### src/rtl/proj_node_param_if.sv
// Start/ready handshake bundle for proj_node_param: strobe, select and channel bus in,
// ready, result and range-error flag out.
interface proj_node_param_if #(
  parameter int W  = 16,
  parameter int N  = 4,
  parameter int SW = 2
);
  logic           ST;
  logic [SW-1:0]  SEL;
  logic [N*W-1:0] IN;
  logic           RD;
  logic [W-1:0]   RES;
  logic           ERR;

  modport master (output ST, SEL, IN, input RD, RES, ERR);
  modport slave  (input ST, SEL, IN, output RD, RES, ERR);
endinterface

### src/rtl/proj_node_param.sv
// Parametrised projection node: on a rising ST edge, captures IN[SEL] into RES and raises RD
// LAT cycles after the capture. Optional feature macro: PROJ_NODE_RANGE_CHECK_EN.
module proj_node_param #(
  parameter int W   = 16,
  parameter int N   = 4,
  parameter int SW  = 2,
  parameter int LAT = 1
) (
  input  logic              CLK,
  input  logic              RST,
  proj_node_param_if.slave  bus
);

  localparam int CW = (LAT > 1) ? $clog2(LAT) : 1;

  typedef enum logic [1:0] {IDLE, CAPT, WAIT, DONE} state_t;

  state_t         state_q, state_d;
  logic           st_q;
  logic           start;
  logic [CW-1:0]  cnt_q, cnt_d;
  logic [W-1:0]   res_q, res_d;
  logic [W-1:0]   sel_word;

  // st_q is deliberately outside reset so an ST held across reset release is not a start
  always_ff @(posedge CLK) begin
    st_q <= bus.ST;
  end

  assign start = bus.ST & ~st_q;

  // Out-of-range selects fall through to the last channel
  always_comb begin
    sel_word = bus.IN[(N-1)*W +: W];
    for (int i = 0; i < N; i++) begin
      if (int'(bus.SEL) == i) begin
        sel_word = bus.IN[i*W +: W];
      end
    end
  end

`ifdef PROJ_NODE_RANGE_CHECK_EN
  logic err_q, err_d;
  logic sel_oor;

  assign sel_oor = (int'(bus.SEL) >= N);
`endif

  always_comb begin
    state_d = state_q;
    cnt_d   = cnt_q;
    res_d   = res_q;
`ifdef PROJ_NODE_RANGE_CHECK_EN
    err_d   = err_q;
    if (start) begin
      err_d = 1'b0;
    end
`endif
    unique case (state_q)
      IDLE, DONE: begin
        if (start) begin
          state_d = CAPT;
        end
      end
      CAPT: begin
        if (start) begin
          state_d = CAPT;
        end else begin
          state_d = WAIT;
          cnt_d   = CW'(LAT - 1);
`ifdef PROJ_NODE_RANGE_CHECK_EN
          if (sel_oor) begin
            res_d = '0;
            err_d = 1'b1;
          end else begin
            res_d = sel_word;
            err_d = 1'b0;
          end
`else
          res_d   = sel_word;
`endif
        end
      end
      WAIT: begin
        if (start) begin
          state_d = CAPT;
        end else if (cnt_q == '0) begin
          state_d = DONE;
        end else begin
          cnt_d = cnt_q - CW'(1);
        end
      end
      default: begin
        state_d = IDLE;
      end
    endcase
  end

  always_ff @(posedge CLK) begin
    if (RST) begin
      state_q <= IDLE;
      cnt_q   <= '0;
      res_q   <= '0;
    end else begin
      state_q <= state_d;
      cnt_q   <= cnt_d;
      res_q   <= res_d;
    end
  end

`ifdef PROJ_NODE_RANGE_CHECK_EN
  always_ff @(posedge CLK) begin
    if (RST) begin
      err_q <= 1'b0;
    end else begin
      err_q <= err_d;
    end
  end

  assign bus.ERR = err_q;
`else
  assign bus.ERR = 1'b0;
`endif

  assign bus.RD  = (state_q == IDLE) || (state_q == DONE);
  assign bus.RES = res_q;

endmodule

### src/flat_wrapper.sv
// flat-port wrapper written by rule: the top's interface ports become plain ports
module proj_node_param_flat 
#(
  parameter int W   = 16,
  parameter int N   = 4,
  parameter int SW  = 2,
  parameter int LAT = 1
)
  (CLK, RST, bus_ST, bus_SEL, bus_IN, bus_RD, bus_RES, bus_ERR);
  proj_node_param_if #(.W(W), .N(N), .SW(SW)) bus_i ();
  input  logic CLK;
  input  logic RST;
  input wire logic [$bits(bus_i.ST)-1:0] bus_ST;
  input wire logic [$bits(bus_i.SEL)-1:0] bus_SEL;
  input wire logic [$bits(bus_i.IN)-1:0] bus_IN;
  output wire logic [$bits(bus_i.RD)-1:0] bus_RD;
  output wire logic [$bits(bus_i.RES)-1:0] bus_RES;
  output wire logic [$bits(bus_i.ERR)-1:0] bus_ERR;
  assign bus_i.ST = bus_ST;
  assign bus_i.SEL = bus_SEL;
  assign bus_i.IN = bus_IN;
  assign bus_RD = bus_i.RD;
  assign bus_RES = bus_i.RES;
  assign bus_ERR = bus_i.ERR;
  proj_node_param #(.W(W), .N(N), .SW(SW), .LAT(LAT)) u_core (.CLK(CLK), .RST(RST), .bus(bus_i));
endmodule
### config.mk
export PLATFORM = sky130hd
export DESIGN_NAME = proj_node_param_flat
export DESIGN_NICKNAME = d
export VERILOG_FILES = /design/src/rtl/proj_node_param_if.sv /design/src/rtl/proj_node_param.sv /design/src/flat_wrapper.sv
export SDC_FILE = /design/constraint.sdc
export NUM_CORES = 1
export LEC_CHECK = 0
export BUFFER_PORTS_ARGS = -buffer_cell sky130_fd_sc_hd__clkbuf_2
export CAP_MARGIN = 20
export CORE_ASPECT_RATIO = 1.75
export CORE_UTILIZATION = 36
export CTS_BUF_LIST = sky130_fd_sc_hd__clkbuf_4
export DETAILED_ROUTE_END_ITERATION = 8
export GPL_TIMING_DRIVEN = 0
export PLACE_DENSITY = 0.81
export SYNTH_ARGS = -nofsm -noshare
export SYNTH_HDL_FRONTEND = slang
export SYNTH_SLANG_ARGS = --single-unit
### constraint.sdc
create_clock -name CLK -period 1.3 [get_ports CLK]
set_clock_uncertainty 0.15 [all_clocks]
set_input_delay 0.26 -clock CLK [delete_from_list [all_inputs] [get_ports CLK]]
set_output_delay 0.26 -clock CLK [all_outputs]
set_load 0.02 [all_outputs]
==> flow_summary_export.csv <==
group,metric,value,unit
worst_setup_path,cp_data_arrival_time,1070,ps
sta,worst_hold_slack,113,ps
worst_setup_path,crit_type,"reg -> out",
placed_design,dpl_worst_slack,-286,ps
grt,gr-total-overflow,0,
die,die-area,3180,sq um
die,rows,25,
sta,setup_ws,-177,ps
status,violations,"setup timing",
power,cellPowerDensity,1270,nW/um^2
yosys,syn_nets,142,
sta,post-route-min-period,1480,ps
clock_network,clock-sinks,19,
sta,setup_violations,19,
yosys,syn_area_per_cell,15.0,sq um
sta,grt_setup_unrepaired,"true",
sta,maxSlewViolCount,0,
power,p_leak,0.814,nW
worst_setup_path,crit_fanout,2,
detailed_routing,dr.pass1.iters,4,
die,die_x,43.1,um
power,ir_worst_vdd,0.000737,V
placed_design,dpl.hpwl,2430,um
cells_and_area,drive_above_1_share,71.2,%
grt,grt_antenna_before_repair,0,
yosys,ys_ff_latch,19,
grt,grt_max_degree,12,
sta,post-route-period-util,114,%
detailed_routing,drt_iter0_drc,6,
worst_setup_path,required,890,ps
status,status,"finished, violations left",
worst_setup_path,crit_chain,"inv_2 -> ha_4 -> buf_8",
clock_network,cts_tree,"done",
yosys,ys_types,19,
worst_setup_path,critical-path-max-stage-delay,350,ps
clock_network,clock_latency,290,ps
cells_and_area,fin_area,1640,sq um
cells_and_area,nNetsFinal,235,
die,coreArea,2750,sq um
yosys,synth_area_leaders,"dfxtp_1, mux4_2, mux4_1, a22o_1, ha_1",
detailed_routing,ant_nets,0,
yosys,yosysSeqAreaShare,35.8,%
yosys,syn_inst,71,
clock_network,clkTransAtPathRegs,100,ps
cells_and_area,areaGrowthSynthToFinish,54.8,%
grt,grt_pass1_wl,4210,um
detailed_routing,routed_wl,2800,um
placed_design,numPortBuffers,83,
power,power,2.09,mW
detailed_routing,routed_via_density,5.33,
clock_network,numCtsBuffers,3,
die,ios,87,
cells_and_area,layout_commonest_cell,"clkbuf_2",
yosys,yosysWarnings,0,
cells_and_area,antenna_cells,0,
die,start_util,38.6,%
detailed_routing,drc,0,
placed_design,dpl_cell_area,1530,sq um
grt,grt_pass1_vias,994,
clock_network,ctsRootBufferMaster,"clkbuf_4",
worst_setup_path,worst_path_max_delay_cell,"dfxtp_2",
yosys,yosysTopAreaCell,"dfxtp_1",
clock_network,clk_path_buf_depth,2,
grt,track_usage,17.4,%
detailed_routing,num_vias,1013,
sta,finalHoldViolCount,0,
sta,timing.fmax,677,MHz
worst_setup_path,end_kind,"output port",
yosys,post-synth-top-area-fraction,35.8,%
worst_setup_path,critPathLaunchType,"register",
clock_network,htree_levels,1,
flow_run,maxCapViolations,0,
worst_hold_path,hold_class,"in -> reg",
die,die_h,73.9,um
detailed_routing,wl_per_cell,14.8,um
placed_design,place_congestion,0.672,
cells_and_area,mostFrequentLayoutCells,"clkbuf_2, dfxtp_1, a22o_1",
yosys,synthesis.area,1060,sq um
-- per-stage QoR --
| step | setup TNS (ps) | util (%) | std cells |
|---|---|---|---|
| after floorplan | -1380 | - | 71 |
| after global placement | -2400 | 55.5 | 181 |
| after detailed placement | -3410 | 55.5 | 181 |
| after CTS | -3110 | 59.2 | 189 |
| after global routing | -3480 | 59.7 | 190 |
| final | -2320 | 59.7 | 190 |
-- report_power, final --
group	switching [mW]	internal (mW)	total [mW]
logic	0.478	0.546	1.02
registers	0.0782	0.708	0.786
clock network	0.165	0.114	0.279
total	0.721	1.37	2.09
-- registers in the layout (all words and copies together) (netlist names) --
register and cells:
u_core.bus.RES 16, u_core.st_q 1, u_core.state_q 2
-- area by class of cell --
type	count	area [sq um]
Buffer	7	76.3
Clock buffer	3	22.5
Clock inverter	1	5.00
Fill cell	238	1110
Inverter	2	7.51
Multi-Input combinational cell	43	651
Sequential cell	19	383
Tap cell	27	33.8
Timing Repair Buffer	88	465
-- worst max-delay path: cells and delay by family, from the launching register on --
| kind | cells | cell delay (ps) |
|---|---|---|
| fa+ha+maj | 1 | 270 |
| flops | 1 | 350 |
| buf+inv | 2 | 150 |
-- cells by family (layout without fill, tap and decap cells) --
family	after synthesis	in the layout	share of synthesized area [%]
buffers and inverters	9	101	6.24
and+or+nand+nor	4	4	2.83
AOI/OAI and AO/OA	20	20	16.4
muxes	16	16	36.0
DFF	19	19	35.8
other	1	1	0.353
adders and majority gates	2	2	2.36
-- synthesized netlist by cell type --
master and count:
dfxtp_1 19, a22o_1 16, mux4_2 10, mux4_1 6, buf_2 4, ha_1 2, inv_1 2, a2111oi_0 1
a211oi_1 1, a21oi_2 1, a311oi_1 1, buf_12 1, buf_4 1, buf_6 1, conb_1 1, nand2b_1 1
nor2b_1 1, nor3_1 1, nor3b_2 1
-- path summary, 6_finish.rpt --
check	startpoint	endpoint	depth (start not counted)	slack (ps)
setup / recovery	u_core.state_q[0]$_SDFFE_PP0P_	bus_RD	3	-180
setup reg to reg	u_core.state_q[1]$_SDFFE_PP0P_	u_core.bus.RES[10]$_SDFFE_PP0P_	5	-140
hold / removal	RST	u_core.state_q[0]$_SDFFE_PP0P_	2	110
hold reg to reg	u_core.bus.RES[3]$_SDFFE_PP0P_	u_core.bus.RES[3]$_SDFFE_PP0P_	1	340
-- per-layer routing --
metal | share of wire [%] | vias up | global-route usage, %
met5 | 0 | - | 0
met2 | 59 | 60 | 32.0
met1 | 33 | 462 | 18.7
met4 | 2.1 | 0 | 10.4
li1 | - | 485 | -
met3 | 5.2 | 6 | 1.72
-- repair_timing --
action | in CTS | in global routing
gates resized for setup | 11 | 3
hold endpoints to repair | 1 | 0
hold buffers | 1 | 0
pin swaps | 2 | 1
gates cloned | 0 | 0
setup endpoints to repair | 19 | 19
setup buffers | 3 | 1
Power figures use the tool's default switching activity.
